<file path="config.mk">
export PLATFORM = sky130hd
export DESIGN_NAME = hazard_ctrl
export DESIGN_NICKNAME = d
export VERILOG_FILES = /design/src/rtl/mips_pkg.sv /design/src/rtl/hazard_fwd_sel.sv /design/src/rtl/hazard_ctrl.sv
export SDC_FILE = /design/constraint.sdc
export NUM_CORES = 1
export LEC_CHECK = 0
export CAP_MARGIN = 10
export CORE_UTILIZATION = 44
export DETAILED_ROUTE_END_ITERATION = 10
export HOLD_SLACK_MARGIN = 0.12
export PLACE_DENSITY = 0.87
export SYNTH_ARGS = -nofsm -noshare
export SYNTH_HDL_FRONTEND = slang
export SYNTH_SLANG_ARGS = --single-unit
</file>
<file path="constraint.sdc">
create_clock -name i_clk -period 5.7 [get_ports i_clk]
set_input_delay 1.425 -clock i_clk [delete_from_list [all_inputs] [get_ports i_clk]]
set_output_delay 1.425 -clock i_clk [all_outputs]
set_load 0.01 [all_outputs]
</file>
<file path="src/rtl/mips_pkg.sv">
// Shared definitions for the MIPS hazard logic: mul/div FSM states,
// forward-select encodings and the hard-wired zero register.
package mips_pkg;

   typedef logic [1:0] md_state_t;

   localparam md_state_t MD_IDLE = 2'd0;
   localparam md_state_t MD_BUSY = 2'd1;
   localparam md_state_t MD_DONE = 2'd2;

   localparam int FWD_RF   = 0;
   localparam int REG_ZERO = 0;

   // Stage k of the bypass network is encoded as k+1; 0 means regfile.
   function automatic int fwd_stg(input int k);
      return k + 1;
   endfunction

endpackage

</file>
<file path="src/rtl/hazard_fwd_sel.sv">
// Priority matcher: picks the youngest downstream stage writing the
// requested register, or the regfile when none does.
module hazard_fwd_sel
   import mips_pkg::*;
#(
   parameter int REG_AW = 5,
   parameter int NSTG   = 3,
   parameter int FW     = 2
) (
   input  logic [REG_AW-1:0]      i_reg,
   input  logic [NSTG*REG_AW-1:0] i_reg_d_stg,
   input  logic [NSTG-1:0]        i_reg_wr_stg,
   output logic [FW-1:0]          o_sel
);

   logic [NSTG-1:0] hit;

   genvar gi;
   generate
      for (gi = 0; gi < NSTG; gi++) begin : g_match
         assign hit[gi] = (i_reg != REG_AW'(REG_ZERO)) && i_reg_wr_stg[gi] &&
                          (i_reg == i_reg_d_stg[gi*REG_AW +: REG_AW]);
      end
   endgenerate

   // Scan oldest to youngest so the lowest index is the last to assign.
   always_comb begin
      o_sel = FW'(FWD_RF);
      for (int k = NSTG - 1; k >= 0; k--) begin
         if (hit[k]) o_sel = FW'(fwd_stg(k));
      end
   end

endmodule

</file>
<file path="src/rtl/hazard_ctrl.sv">
// Hazard controller beside ID: operand forwarding, load-use stalls and a
// single in-flight mul/div scoreboard with stall/flush arbitration.
module hazard_ctrl
   import mips_pkg::*;
#(
   parameter int REG_AW   = 5,
   parameter int NSTG     = 3,
   parameter int LOAD_LAT = 1,
   parameter int MD_LAT   = 4,
   parameter int CNT_W    = 16,
   parameter int FW       = $clog2(NSTG + 1)
) (
   input  logic                   i_clk,
   input  logic                   i_rst,
   input  logic [REG_AW-1:0]      i_reg_s,
   input  logic [REG_AW-1:0]      i_reg_t,
   input  logic                   i_use_s,
   input  logic                   i_use_t,
   input  logic [NSTG*REG_AW-1:0] i_reg_d_stg,
   input  logic [NSTG-1:0]        i_reg_wr_stg,
   input  logic [NSTG-1:0]        i_mem_rd_stg,
   input  logic                   i_md_start,
   input  logic [REG_AW-1:0]      i_md_dst,
   input  logic                   i_flush,
   output logic [FW-1:0]          o_fwd_a,
   output logic [FW-1:0]          o_fwd_b,
   output logic                   o_stall,
   output logic                   o_flush_id,
   output logic                   o_md_busy,
   output logic                   o_md_done,
   output logic [REG_AW-1:0]      o_md_dst,
   output logic [CNT_W-1:0]       o_stall_cnt
);

   localparam int MDC_W = (MD_LAT > 1) ? $clog2(MD_LAT) : 1;

   generate
      if (NSTG < 1) begin : g_bad_nstg
         $error("hazard_ctrl: NSTG must be >= 1");
      end
      if (LOAD_LAT < 1 || LOAD_LAT > NSTG) begin : g_bad_load_lat
         $error("hazard_ctrl: LOAD_LAT must be in 1..NSTG");
      end
      if (MD_LAT < 1) begin : g_bad_md_lat
         $error("hazard_ctrl: MD_LAT must be >= 1");
      end
   endgenerate

   md_state_t          state_q, state_d;
   logic [MDC_W-1:0]   cnt_q, cnt_d;
   logic [REG_AW-1:0]  md_dst_q, md_dst_d;
   logic [CNT_W-1:0]   stall_cnt_q, stall_cnt_d;

   logic load_use, md_active, md_struct, md_raw, md_accept;

   hazard_fwd_sel #(.REG_AW(REG_AW), .NSTG(NSTG), .FW(FW)) u_fwd_s (
      .i_reg        (i_reg_s),
      .i_reg_d_stg  (i_reg_d_stg),
      .i_reg_wr_stg (i_reg_wr_stg),
      .o_sel        (o_fwd_a)
   );

   hazard_fwd_sel #(.REG_AW(REG_AW), .NSTG(NSTG), .FW(FW)) u_fwd_t (
      .i_reg        (i_reg_t),
      .i_reg_d_stg  (i_reg_d_stg),
      .i_reg_wr_stg (i_reg_wr_stg),
      .o_sel        (o_fwd_b)
   );

   // Load data is only unforwardable while the load sits in the first LOAD_LAT stages.
   always_comb begin
      load_use = 1'b0;
      for (int k = 0; k < NSTG; k++) begin
         if (k < LOAD_LAT && i_mem_rd_stg[k]) begin
            if (i_use_s && o_fwd_a == FW'(fwd_stg(k))) load_use = 1'b1;
            if (i_use_t && o_fwd_b == FW'(fwd_stg(k))) load_use = 1'b1;
         end
      end
   end

   assign md_active = (state_q != MD_IDLE);
   assign md_struct = md_active && i_md_start;
   assign md_raw    = md_active && (md_dst_q != REG_AW'(REG_ZERO)) &&
                      ((i_use_s && i_reg_s == md_dst_q) || (i_use_t && i_reg_t == md_dst_q));

   assign o_stall    = (load_use || md_struct || md_raw) && !i_flush;
   assign o_flush_id = i_flush;
   assign md_accept  = (state_q == MD_IDLE) && i_md_start && !o_stall && !i_flush;

   always_comb begin
      state_d  = state_q;
      cnt_d    = cnt_q;
      md_dst_d = md_dst_q;
      case (state_q)
         MD_IDLE: begin
            if (md_accept) begin
               state_d  = MD_BUSY;
               cnt_d    = MDC_W'(MD_LAT - 1);
               md_dst_d = i_md_dst;
            end
         end
         MD_BUSY: begin
            if (cnt_q == '0) state_d = MD_DONE;
            else             cnt_d   = cnt_q - 1'b1;
         end
         MD_DONE: state_d = MD_IDLE;
         default: state_d = MD_IDLE;
      endcase
   end

   always_comb begin
      stall_cnt_d = stall_cnt_q;
      if (o_stall && stall_cnt_q != '1) stall_cnt_d = stall_cnt_q + 1'b1;
   end

   always_ff @(posedge i_clk or posedge i_rst) begin
      if (i_rst) begin
         state_q     <= MD_IDLE;
         cnt_q       <= '0;
         md_dst_q    <= '0;
         stall_cnt_q <= '0;
      end else begin
         state_q     <= state_d;
         cnt_q       <= cnt_d;
         md_dst_q    <= md_dst_d;
         stall_cnt_q <= stall_cnt_d;
      end
   end

   assign o_md_busy   = (state_q == MD_BUSY);
   assign o_md_done   = (state_q == MD_DONE);
   assign o_md_dst    = md_dst_q;
   assign o_stall_cnt = stall_cnt_q;

endmodule

</file>
==> key figures, run 1 <==
Worst setup path
  • Worst R2R Setup Slack: 3420 ps
  • Cell family with most CP delay: buffers and inverters
  • Max incr delay on CP: 580 ps
  • Worst Setup Start Kind: input port
  • Worst setup path class: in -> out
  • Worst-path fanout max: 7
  • Critical Path Slowest Stage Cell: or4_1
  • Crit path DAT: 3900 ps
  • CP endpoint kind: primary output
  • Critical path cell sequence: clkdlybuf4s50_1 > or4_1 > nor2_2 > nor4_2 > a32oi_2 > a21o_1 > inv_1 > clkdlybuf4s50_1
  • Most used cell, CP: clkdlybuf4s50_1
  • Critical Path RT: 4280 ps
  • Buf/Inv on CP: 3

STA
  • Worst Max-Slew Pin Slew: 908 ps
  • Headroom to the max-slew limit: 39.4%
  • Setup TNS: 0 ps
  • RSZ-0062 raised after global routing: false
  • Fin crit share: 93.4%
  • Final hold violation count: 0
  • Slew Limit Fails: 0
  • Clock Skews: 5.58 ps
  • Final setup fails: 0
  • Max Freq: 0.188 GHz
  • Minimum clock period after layout: 5320 ps
  • Post-route setup slack: 379 ps

Synthesis
  • Synth cell count leaders: 37 x xnor2_1, 25 x dfrtp_1, 18 x xor2_1
  • Netlist Area Pre-Place: 0.00178 sq mm
  • Ys Warns: 0
  • Synth top area cells: dfrtp_1 35%, xnor2_1 18%, xor2_1 8.9%, nand4_1 3.9%, mux2_1 3.8%
  • Post-synth top area share: 35.2%
  • Ys async rst share: 100%
  • Post-Syn Instances: 185
  • Seq cells post-synth: 25
  • Post-synth cell types: 34
  • Sequential area share after synthesis: 35.2%
  • Syn Area/Cell: 9.60 sq um
  • Cell with the most instances after synthesis: xnor2_1
  • Syn_nets: 229
  • Post-synth top area cell: dfrtp_1
  • Post-synth EDFFs: 0
  • Synth Flop Type: dfrtp_1

Clocking
  • Clock buffer depth: 2
  • Clock latency on the worst-skew pair: 270 ps
  • CTS root buf: clkbuf_8
  • Cts bufs inserted: 3
  • # hold bufs at CTS: 0
  • Reg clk slew, reported paths: 80 ps
  • Post-CTS sizing: 0
  • CTS tree: built
  • Setup Fix Bufs, Post-CTS: 0
  • H-tree depth: 1
  • Clock sinks: 25

Pwr
  • Cell Pwr Density: 280 mW/mm^2
  • Leakage: 1.01 nW
  • VDD IR max: 0.209 mV
  • Power, Total: 0.709 mW

GRT
  • Vias in the first global route: 1480
  • Antenna violations before repair: 0
  • Met1 usage in global routing: 26.6%
  • First-pass GRT wire length: 7090 microns
  • Total Routing Usage GR: 22.0%
  • Grt peak-use layer: met2
  • Total gr overflow: 0
  • Met3 Usage GRT: 2.60%
  • Largest net degree at the start of global routing: 26
  • Global-route track usage on met2: 39.0%

Placement
  • Buffers on Ports: 68
  • DP HPWL: 3550 microns
  • Worst slack, placed: 387 ps
  • GPL Wtd Cong: 0.842
  • Post-Place Cells: 294
  • Dpl cell area: 0.00248 sq mm

Floorplan
  • Initial Util: 47.1%
  • Die area: 0.00429 sq mm
  • Die Width: 65.5 microns
  • Core area: 0.00377 sq mm
  • Die Y-Extent: 65.5 microns
  • FP Rows: 22
  • # IOs: 71

Layout
  • Diodes inserted: 0
  • Multi-input gate area: 0.00106 sq mm
  • Share of cells above drive strength 1: 7.60%
  • Fin nets: 295
  • Reg area: 626 sq um
  • Fill cells: 313
  • Area grow syn2layout: 42.5%
  • Final Non-Filler Cells: 298
  • Final Cell Area: 0.00253 sq mm

Worst hold path
  • Hold WC Path Type: reg -> reg

Detailed routing
  • Residual DRC: 0
  • Avg Vias per Cell: 5.14
  • Final WL: 4370 microns
  • WL per Instance: 14.7 microns
  • Vias: 1532
  • ANT nets after route: 0
  • DRT iter0 DRCs: 40
  • First-pass iteration count of the detailed router: 4

Status
  • Status: completed

Flow run
  • Max Cap Viol: 0
-- registers in the layout, summed over array words and instances (netlist names) --
name,cells
cnt_q,2
o_md_dst,5
o_stall_cnt,16
state_q,2
-- area by class of cell --
| class | count | share of cell area (%) |
|---|---|---|
| clock inverter | 1 | 0.198 |
| inverter | 6 | 0.890 |
| tap | 48 | 2.37 |
| timing repair buffer | 73 | 28.4 |
| multi-input combinational | 142 | 41.8 |
| clock buffer | 3 | 1.63 |
| sequential | 25 | 24.7 |
-- placed cells by master, fill, tap and decap left out --
cell type	Yosys	layout
buf_4	2	5
a41o_1	1	1
o32ai_1	1	1
dfrtp_1	25	25
or4_4	1	1
mux2_1	6	6
or4_1	2	2
a21o_1	1	1
nor2b_1	5	5
clkinv_2	0	1
and4b_1	1	1
nor2_1	8	8
or2_2	3	3
nand2_1	9	9
ha_1	2	2
clkdlybuf4s50_1	0	68
xnor2_1	37	37
nand4_1	11	11
inv_1	6	6
clkbuf_8	0	3
nor2_2	1	1
a32oi_2	1	1
nor4_1	6	6
and4_1	1	1
nand3_1	6	6
a21oi_2	1	1
nand4b_1	1	1
nor4_2	2	2
nor2_4	1	1
a21oi_1	2	2
and3_1	2	2
nor3_1	10	10
xor2_1	18	18
and2_1	2	2
-- path summary, 6_finish.rpt --
path	start	to	depth (start not counted)
worst max-delay path	i_reg_s[1]	o_stall	8
worst min-delay path	o_stall_cnt[9]	o_stall_cnt[9]	1
worst max register to register	o_md_dst[0]	o_stall_cnt[1]	6
worst min register to register	o_stall_cnt[9]	o_stall_cnt[9]	1
max in group asynchronous	i_rst	o_md_dst[1]	2
min in group asynchronous	i_rst	o_stall_cnt[5]	2
-- power breakdown --
part	switching [mW]	internal [mW]	total, mW
Sequential	0.0629	0.225	0.287
Combinational	0.134	0.186	0.320
Clock	0.0521	0.0488	0.101
Total	0.249	0.460	0.709
-- through the flow --
stage	hold WS [ps]	utilization [%]
after floorplan	445	-
after global placement	459	65.9
after detailed placement	491	65.9
after CTS	503	67.1
after global routing	525	67.1
final	501	67.1
-- cell families after synthesis --
family | count (synthesis) | synth area share [%]
xor+xnor | 55 | 27.1
buf+inv | 18 | 5.21
mux | 6 | 3.81
simple gates | 72 | 23.7
flops | 25 | 35.2
compound gates | 7 | 3.45
fa+ha+maj | 2 | 1.41
-- metal layers --
layer / routed length, microns / share of wire, %
met1: 1880 / 43
met2: 2200 / 50
met3: 178 / 4.1
met4: 104 / 2.4
met5: 0 / 0
(Power assumes the default switching activity.)
==> run 2: changes to the inputs <==
- CTS_CLUSTER_SIZE: unset -> 12
- REMOVE_ABC_BUFFERS: unset -> 1
==> run 2 against run 1 <==
- non-clock buffer count decreased by 1
- highest routed layer unchanged
- sequential cell count unchanged
- via count grew 2.9%
- power rose by 0.39%
- final area down 0.20%
==> key figures, run 2 (synthesis gave the netlist of run 1 again) <==
Status
  • Status: completed

Worst setup path
  • Crit path DAT: 3920 ps
  • Worst setup path class: in -> out
  • CP endpoint kind: primary output
  • Worst R2R Start: o_md_dst[0]
  • Crit. Startpoint: i_reg_t[2]
  • Worst Setup Start Kind: input port
  • R2r endpoint: o_stall_cnt[14]
  • Worst R2R Setup Slack: 3350 ps
  • Cells on worst reg2reg path: 7
  • Worst-path fanout max: 7
  • Critical Path RT: 4280 ps

Detailed routing
  • Residual DRC: 0
  • WL per Instance: 15.0 microns
  • Avg Vias per Cell: 5.31
  • Final WL: 4450 microns
  • First-pass iteration count of the detailed router: 4
  • DRT iter0 DRCs: 48
  • ANT nets after route: 0
  • Vias: 1576

Pwr
  • VDD IR max: 0.206 mV
  • Switch Pwr: 0.251 mW
  • Power, Total: 0.711 mW
  • Cell Pwr Density: 282 mW/mm^2
  • Power share of the sequential group: 40.5%
  • Pint: 0.460 mW
  • Clock share of power: 15.0%
  • Sw frac: 35.3%
  • Combinational power share: 44.5%
  • Leakage: 1.00 nW

Worst hold path
  • HP Start: cnt_q[0]
  • Hold WC Path Type: reg -> reg
  • Worst Hold Depth: 1
  • Hold EP: cnt_q[0]

Layout
  • Leading cell type in the layout, fill and taps excluded: clkdlybuf4s50_1
  • Share of cells above drive strength 1: 7.23%
  • Max reg flops: 16
  • Diodes inserted: 0
  • Final Non-Filler Cells: 297
  • Fin nets: 294
  • Fill cells: 300
  • Most frequent cells in the layout: 68 x clkdlybuf4s50_1, 37 x xnor2_1, 25 x dfrtp_1
  • Area grow syn2layout: 42.2%

Flow run
  • Max Cap Viol: 0

Placement
  • GPL Wtd Cong: 0.851
  • Post-Place Cells: 293
  • Buffers on Ports: 68
  • DP HPWL: 3490 microns

STA
  • Final setup fails: 0
  • RSZ-0062 raised after global routing: false
  • Slew Limit Fails: 0
  • Setup TNS: 0 ps
  • Max Freq: 0.187 GHz
  • Clock Skews: 6.69 ps
  • Minimum clock period after layout: 5350 ps
  • Hold WS: 477 ps
  • Worst Max-Slew Pin Slew: 887 ps
  • Headroom to the max-slew limit: 40.8%
  • Fin crit share: 93.8%
  • Final hold violation count: 0

Clocking
  • Cts bufs inserted: 3
  • Setup Fix Bufs, Post-CTS: 0
  • H-tree depth: 1
  • # hold bufs at CTS: 0
  • Reg clk slew, reported paths: 90 ps
  • CTS tree: built
  • Clock sinks: 25
  • Clock latency on the worst-skew pair: 270 ps
  • Post-CTS sizing: 0
  • Clock buffer depth: 2
  • CTS root buf: clkbuf_8

GRT
  • Antenna violations before repair: 0
  • Global-route track usage on met2: 38.5%
  • Largest net degree at the start of global routing: 26
  • Met1 usage in global routing: 27.0%
  • Total Routing Usage GR: 21.6%
  • Grt peak-use layer: met2
  • Total gr overflow: 0
  • Met3 Usage GRT: 2.26%
  • Vias in the first global route: 1588
  • First-pass GRT wire length: 7130 microns

Floorplan
  • # IOs: 71
  • Core area: 0.00377 sq mm
  • Die Width: 65.5 microns
  • Die Y-Extent: 65.5 microns
  • Die area: 0.00429 sq mm
  • FP Rows: 22
  • Initial Util: 47.1%
[run 2: power by group through the flow]
stage | Clock [mW] | Sequential (mW) | Combinational, mW
final | 0.107 | 0.288 | 0.316
after global routing | 0.116 | 0.298 | 0.344
after CTS | 0.107 | 0.289 | 0.321
after detailed placement | 0 | 0.292 | 0.319
after global placement | 0 | 0.290 | 0.311
after floorplan | 0 | 0.296 | 0.152
[run 2: worst max-delay path by stage]
stage	to	slack (ps)	depth (start not counted)
after floorplan	o_stall	1580	6
after global placement	o_stall	400	8
after detailed placement	o_stall	370	8
after CTS	o_stall	350	8
after global routing	o_stall	260	8
final	o_stall	350	8
[run 2: final cells by class]
type / count / area, sq um / area share, %
well taps: 48 / 60.1 / 2.38
inverters: 6 / 22.5 / 0.892
flip-flops and latches: 25 / 626 / 24.8
clock inverters: 1 / 7.51 / 0.297
repair buffers: 72 / 711 / 28.1
multi-input cells: 142 / 1060 / 41.9
clock buffers: 3 / 41.3 / 1.64
[run 2: worst max-delay path, stage by stage]
cell and delay (ps):
clkdlybuf4s50_1 540, or4_4 580, nor2_4 130, nor4_2 90, a32oi_2 290, a21o_1 310
inv_1 80, clkdlybuf4s50_1 490
[run 2: layer usage]
metal | share of wire (%) | vias up | wire length (microns)
met5 | 0 | - | 0
met4 | 1.9 | 0 | 86
met3 | 5.9 | 11 | 263
met2 | 47 | 65 | 2100
met1 | 45 | 740 | 2000
li1 | - | 760 | -
[run 2: stage by stage]
step           utilization [%]  instance area (sq um)  setup WS (ps)
2_1_floorplan                -                   1710           1580
3_3_place_gp              65.7                   2480            401
3_5_place_dp              65.7                   2480            371
4_1_cts                   67.0                   2520            351
5_1_grt                   67.0                   2520            256
6_report                  67.0                   2520            353
